$ cat src/rtl/uart_pkg.sv
// Shared UART definitions: baud/parity codes, divisor table and FSM state encoding.
// Used by both the transmitter and the oversampling receiver.
package uart_pkg;

  localparam logic [1:0] Baud2400  = 2'b00;
  localparam logic [1:0] Baud4800  = 2'b01;
  localparam logic [1:0] Baud9600  = 2'b10;
  localparam logic [1:0] Baud19200 = 2'b11;

  localparam logic [1:0] ParNone    = 2'b00;
  localparam logic [1:0] ParOdd     = 2'b01;
  localparam logic [1:0] ParEven    = 2'b10;
  localparam logic [1:0] ParNoneAlt = 2'b11;

  localparam int BaudCntWidth = 15;

  typedef enum logic [2:0] {
    IDLE   = 3'd0,
    START  = 3'd1,
    DATA   = 3'd2,
    PARITY = 3'd3,
    STOP   = 3'd4
  } uartState_t;

  function automatic int baudHz(input logic [1:0] code);
    int hz;
    case (code)
      Baud2400:  hz = 2400;
      Baud4800:  hz = 4800;
      Baud9600:  hz = 9600;
      default:   hz = 19200;
    endcase
    return hz;
  endfunction

  // Rounded ClkFreq/baud; only ever evaluated with constant arguments.
  function automatic logic [BaudCntWidth-1:0] baudDivisor(input int clkFreq, input logic [1:0] code);
    int hz;
    hz = baudHz(code);
    return BaudCntWidth'((clkFreq + hz / 2) / hz);
  endfunction

endpackage

$ cat src/rtl/uart_baud_tick.sv
// 1x bit-period generator: one-cycle Tick when the counter reaches Divisor-1.
// Clear holds the counter at zero so the first bit after release is a full period.
module uart_baud_tick
  import uart_pkg::*;
#(
  parameter int ClkFreq = 50_000_000
) (
  input  logic       Clock,
  input  logic       Reset,
  input  logic       Clear,
  input  logic [1:0] BaudRate,
  output logic       Tick
);

  localparam logic [BaudCntWidth-1:0] Div0 = baudDivisor(ClkFreq, Baud2400);
  localparam logic [BaudCntWidth-1:0] Div1 = baudDivisor(ClkFreq, Baud4800);
  localparam logic [BaudCntWidth-1:0] Div2 = baudDivisor(ClkFreq, Baud9600);
  localparam logic [BaudCntWidth-1:0] Div3 = baudDivisor(ClkFreq, Baud19200);

  logic [BaudCntWidth-1:0] divisor;
  logic [BaudCntWidth-1:0] baudCnt;

  always_comb begin
    divisor = Div3;
    case (BaudRate)
      Baud2400:  divisor = Div0;
      Baud4800:  divisor = Div1;
      Baud9600:  divisor = Div2;
      default:   divisor = Div3;
    endcase
  end

  assign Tick = !Clear && (baudCnt == divisor - BaudCntWidth'(1));

  always_ff @(posedge Clock or posedge Reset) begin
    if (Reset) begin
      baudCnt <= '0;
    end else if (Clear || Tick) begin
      baudCnt <= '0;
    end else begin
      baudCnt <= baudCnt + BaudCntWidth'(1);
    end
  end

endmodule

$ cat src/rtl/uart_tx_frame.sv
// UART transmitter: start, LSB-first data, optional parity, 1/2 stop bits. TxOut falls on the
// accept edge; Send is only sampled in IDLE (no queue), so requests while Busy are dropped.
module uart_tx_frame
  import uart_pkg::*;
#(
  parameter int ClkFreq   = 50_000_000,
  parameter int DataWidth = 8
) (
  input  logic                 Clock,
  input  logic                 Reset,
  input  logic                 Send,
  input  logic [DataWidth-1:0] DataIn,
  input  logic [1:0]           BaudRate,
  input  logic [1:0]           ParityType,
  input  logic                 StopBits,
  output logic                 TxOut,
  output logic                 Busy,
  output logic                 Done
);

  localparam int CntW = (DataWidth > 1) ? $clog2(DataWidth) : 1;
  localparam logic [CntW-1:0] LastBit = CntW'(DataWidth - 1);

  uartState_t state, stateNext;

  logic [DataWidth-1:0] shiftReg;
  logic [CntW-1:0]      bitCnt;
  logic                 stopCnt;
  logic                 stopTwo;
  logic                 parityEn;
  logic                 parityBit;
  logic [1:0]           baudSel;
  logic                 baudTick;
  logic                 baudClear;
  logic                 txNext;
  logic                 busyNext;
  logic                 doneNext;

  assign baudClear = (state == IDLE);

  uart_baud_tick #(
    .ClkFreq (ClkFreq)
  ) uBaudTick (
    .Clock    (Clock),
    .Reset    (Reset),
    .Clear    (baudClear),
    .BaudRate (baudSel),
    .Tick     (baudTick)
  );

  // Next-state and next-output decode; outputs are registered below so TxOut leads state by nothing.
  always_comb begin
    stateNext = state;
    txNext    = 1'b1;
    busyNext  = 1'b1;
    doneNext  = 1'b0;
    case (state)
      IDLE: begin
        busyNext = 1'b0;
        if (Send) begin
          stateNext = START;
          txNext    = 1'b0;
          busyNext  = 1'b1;
        end
      end
      START: begin
        txNext = 1'b0;
        if (baudTick) begin
          stateNext = DATA;
          txNext    = shiftReg[0];
        end
      end
      DATA: begin
        txNext = shiftReg[0];
        if (baudTick) begin
          if (bitCnt == LastBit) begin
            if (parityEn) begin
              stateNext = PARITY;
              txNext    = parityBit;
            end else begin
              stateNext = STOP;
              txNext    = 1'b1;
            end
          end else begin
            txNext = shiftReg[1];
          end
        end
      end
      PARITY: begin
        txNext = parityBit;
        if (baudTick) begin
          stateNext = STOP;
          txNext    = 1'b1;
        end
      end
      STOP: begin
        if (baudTick && (stopCnt == stopTwo)) begin
          stateNext = IDLE;
          busyNext  = 1'b0;
          doneNext  = 1'b1;
        end
      end
      default: begin
        stateNext = IDLE;
        busyNext  = 1'b0;
      end
    endcase
  end

  always_ff @(posedge Clock or posedge Reset) begin
    if (Reset) begin
      state <= IDLE;
      TxOut <= 1'b1;
      Busy  <= 1'b0;
      Done  <= 1'b0;
    end else begin
      state <= stateNext;
      TxOut <= txNext;
      Busy  <= busyNext;
      Done  <= doneNext;
    end
  end

  always_ff @(posedge Clock or posedge Reset) begin
    if (Reset) begin
      shiftReg  <= '0;
      bitCnt    <= '0;
      stopCnt   <= 1'b0;
      stopTwo   <= 1'b0;
      parityEn  <= 1'b0;
      parityBit <= 1'b0;
      baudSel   <= '0;
    end else begin
      case (state)
        IDLE: begin
          if (Send) begin
            shiftReg  <= DataIn;
            baudSel   <= BaudRate;
            stopTwo   <= StopBits;
            parityEn  <= (ParityType == ParOdd) || (ParityType == ParEven);
            parityBit <= (ParityType == ParOdd) ? ~^DataIn : ^DataIn;
            bitCnt    <= '0;
            stopCnt   <= 1'b0;
          end
        end
        DATA: begin
          if (baudTick) begin
            shiftReg <= shiftReg >> 1;
            bitCnt   <= (bitCnt == LastBit) ? '0 : bitCnt + CntW'(1);
          end
        end
        STOP: begin
          if (baudTick) begin
            stopCnt <= ~stopCnt;
          end
        end
        default: begin
        end
      endcase
    end
  end

endmodule

$ cat config.mk
export PLATFORM = sky130hd
export DESIGN_NAME = uart_tx_frame
export DESIGN_NICKNAME = d
export VERILOG_FILES = /design/src/rtl/uart_pkg.sv /design/src/rtl/uart_baud_tick.sv /design/src/rtl/uart_tx_frame.sv
export SDC_FILE = /design/constraint.sdc
export NUM_CORES = 1
export LEC_CHECK = 0
export ABC_AREA = 1
export CORE_UTILIZATION = 45
export CTS_BUF_LIST = sky130_fd_sc_hd__clkbuf_4
export DETAILED_ROUTE_END_ITERATION = 7
export PLACE_DENSITY = 0.67
export SLEW_MARGIN = 20
export SYNTH_ARGS = -nofsm -noshare
export SYNTH_HDL_FRONTEND = slang
export SYNTH_SLANG_ARGS = --single-unit
$ cat constraint.sdc
create_clock -name Clock -period 1.8 [get_ports Clock]
set_input_delay 0.45 -clock Clock [delete_from_list [all_inputs] [get_ports Clock]]
set_output_delay 0.45 -clock Clock [all_outputs]
set_load 0.005 [all_outputs]
==> results by group <==
Outcome
  • Outcome: finished with violations
  • Failing checks: negative setup slack

Power
  • Pwr dens: 1355 mW/mm2
  • Gate power share: 57.0%
  • Internal: 0.002300 W
  • Clock network power share: 10.7%
  • Worst vdd ir: 0.0006785 V
  • Register share of total power: 32.3%
  • Sw frac: 43.89%
  • Leak: 1.479 nW
  • Net Sw Power: 0.001799 W

Routing
  • Residual DRC: 0
  • DR iter-0 viols: 73
  • Drt total wl: 5044 um
  • Wirelength per Cell: 11.95 um
  • Vias/cell: 4.945
  • Drt pass-1 iters: 4
  • DR vias: 2087
  • Antenna-violating nets left: 0

Place
  • Placed cell count: 404
  • Routability cong.: 0.9250
  • Dpl ws: -130.7 ps
  • Count of buffers from port buffering: 18
  • Detailed Place HPWL: 3635 um

Yosys
  • Yosys synthesis warning count: 0
  • Number of distinct library cells after synthesis: 30
  • Synth Register Bits: 38
  • Register area share after synthesis: 40.96%
  • Syn avg cell area: 7.597 um2
  • Post-synth net total: 332
  • Synthesized area: 0.002325 mm2
  • Synth Instances: 306

Layout
  • Number of diodes: 0
  • Area growth from synthesis to layout: 30.14%
  • Nets: 380
  • Final Util: 62.40%
  • Cell Count, Final, Fillers Out: 422
  • Fraction of layout cells with a size suffix above 1: 25.63%

Setup path
  • Setup crit start kind: flip-flop
  • Setup CP Type: reg -> reg
  • Worst path required time: 2090 ps
  • Critical Path End Type: flip-flop
  • Data arrival, critical path: 2250 ps
  • Crit path max fanout: 7

Clocking
  • TritonCTS buffer count: 5
  • Clock tree sinks: 38
  • Root buffer cell: clkbuf_4
  • Hold buffers post-CTS: 0
  • CTS tree: built
  • H-tree levels: 2
  • Worst-Skew Late Latency: 350 ps
  • Clock Path Buffers: 2
  • Clock Pin Slew Worst Setup and Hold Paths: 110 ps

Timing
  • RSZ-0062 raised after global routing: yes
  • Post-route clock period utilization: 109.1%
  • Clk_skew: 9.510 ps
  • Clock period minus worst slack: 1963 ps
  • Highest clock rate: 0.5093 GHz
  • Slew margin rel.: 67.77%
  • Setup slack after layout: -163.4 ps
  • Actual transition at the worst max-transition pin: 479.1 ps
  • Final setup viols: 31
  • Pins Over Slew Limit: 0
  • Hold Violations, Final: 0
  • Worst Hold Margin: 423.8 ps

Global route
  • Global-route wire length before repair: 8707 um
  • Remaining Overflow, GRT: 0
  • Total track usage: 21.11%
  • Largest net degree at the start of global routing: 39
  • Vias in the first global route: 1951
  • Initial antenna violation count: 0

Floorplan
  • Die area: 0.005458 mm2
  • # IOs: 19
  • Die X: 73.88 um
  • Core footprint: 0.004848 mm2
  • Initial Utilization: 47.95%
  • Num rows: 25
  • Die Y: 73.88 um

Job
  • MaxCap Viol Count: 0

Min path
  • HP Class: in -> async
-- state kept, by name (all words and copies together), names as in the netlist --
signal,count
bitCnt,3
uBaudTick.baudCnt,15
stopCnt,1
baudSel,2
state,3
parityEn,1
TxOut,1
Busy,1
parityBit,1
Done,1
shiftReg,8
stopTwo,1
-- kinds of logic (layout without fill, tap and decap cells) --
logic type / after synthesis / after routing / share of synthesized area [%]
xor+xnor: 10 / 10 / 3.767
fa+ha+maj: 10 / 10 / 5.382
flops: 38 / 38 / 40.96
buf+inv: 52 / 100 / 9.472
simple gates: 151 / 152 / 29.98
compound gates: 45 / 45 / 10.44
-- synthesized netlist by cell type, drive strengths merged --
cell type / number / area [um2]
nand2: 84 / 340.3
inv: 50 / 192.7
dfrtp: 37 / 925.9
nor2: 32 / 152.6
o21ai: 31 / 158.9
nand3: 22 / 122.6
a21oi: 10 / 50.05
ha: 10 / 125.1
nor3: 6 / 35.03
xnor2: 5 / 43.79
xor2: 5 / 43.79
nand4: 3 / 18.77
nand3b: 2 / 15.01
nor4: 2 / 12.51
a41oi: 1 / 8.760
buf: 1 / 15.01
dfstp: 1 / 26.28
dlymetal6s2s: 1 / 12.51
o21bai: 1 / 11.26
o22ai: 1 / 6.260
o31ai: 1 / 7.510
-- cells in the final DEF, fill, tap and decap left out, types with 5 or more instances in the layout --
master,netlist,layout
inv_1,41,35
xor2_1,5,5
inv_2,8,13
clkbuf_4,0,6
o21ai_1,0,10
ha_1,10,6
clkdlybuf4s50_1,0,17
buf_4,0,16
nand2_1,78,69
nor2_2,4,8
dfrtp_1,37,37
nand3_1,21,20
nand2_2,4,9
o21ai_0,30,17
nor2_1,25,20
a21oi_1,10,10
nand2_4,2,5
buf_6,0,7
xnor2_1,5,5
-- final cells by class --
cell class                 count  area, um2
fill                         439       1823
multi-input combinational    217       1333
sequential                    38      952.2
timing repair buffer          42      397.9
inverter                      50      205.2
tap                           67      83.83
clock buffer                   6      45.04
clock inverter                 2      8.758
-- power by group through the flow --
| stage | Sequential [W] | Clock [W] | Combinational, W |
|---|---|---|---|
| 6_report | 0.00132 | 0.000439 | 0.00234 |
| 5_1_grt | 0.00136 | 0.000486 | 0.00265 |
| 4_1_cts | 0.00131 | 0.000455 | 0.00203 |
| 3_5_place_dp | 0.00133 | 0 | 0.00177 |
| 3_3_place_gp | 0.00131 | 0 | 0.00173 |
| 2_1_floorplan | 0.00129 | 0 | 0.00127 |
-- timing repair --
action	CTS	global route
resized for setup	30	38
pin swaps	12	13
gates cloned	1	0
endpoints found under the setup margin	29	33
buffers inserted	5	4
-- through the flow --
stage                     instance area, um2  TNS, ps  total power [W]
after floorplan                         2325        0         0.002561
after global placement                  2686    -1805         0.003041
after detailed placement                2686    -1346         0.003095
after CTS                               2861    -1014         0.003800
after global routing                    3025    -8775         0.004489
final                                   3025    -3124         0.004100
-- routing by layer --
metal / up-vias / share of wire [%] / wire [um] / track usage (%)
li1: 1072 / - / - / -
met1: 957 / 45 / 2259 / 26.16
met4: 0 / 2.6 / 132 / 8.120
met3: 12 / 4.3 / 218 / 4.938
met5: - / 0 / 0 / 0
met2: 46 / 48 / 2433 / 35.47
-- final timing paths --
kind	cells past startpoint	slack, ps	start	endpoint
min in group Clock	2	500	parityBit	parityBit
setup / recovery	13	-160	baudSel[0]	shiftReg[4]
hold / removal	3	420	Reset	shiftReg[6]
max in group asynchronous	3	1100	Reset	TxOut
hold reg to reg	2	500	parityBit	parityBit
setup reg to reg	13	-160	baudSel[0]	shiftReg[4]
-- worst max-delay path, stage by stage, from the launching register on --
cell and delay (ps):
dfrtp_1 430, buf_6 130, ha_4 150, inv_2 70, nand2_1 60, o21ai_0 100
nand3_1 180, nor2_4 140, nand2_4 100, inv_6 90, nand3_4 160, nand2_8 170
nand2_2 50, o21ai_1 60
No activity file was read; power rests on OpenSTA's default activity.
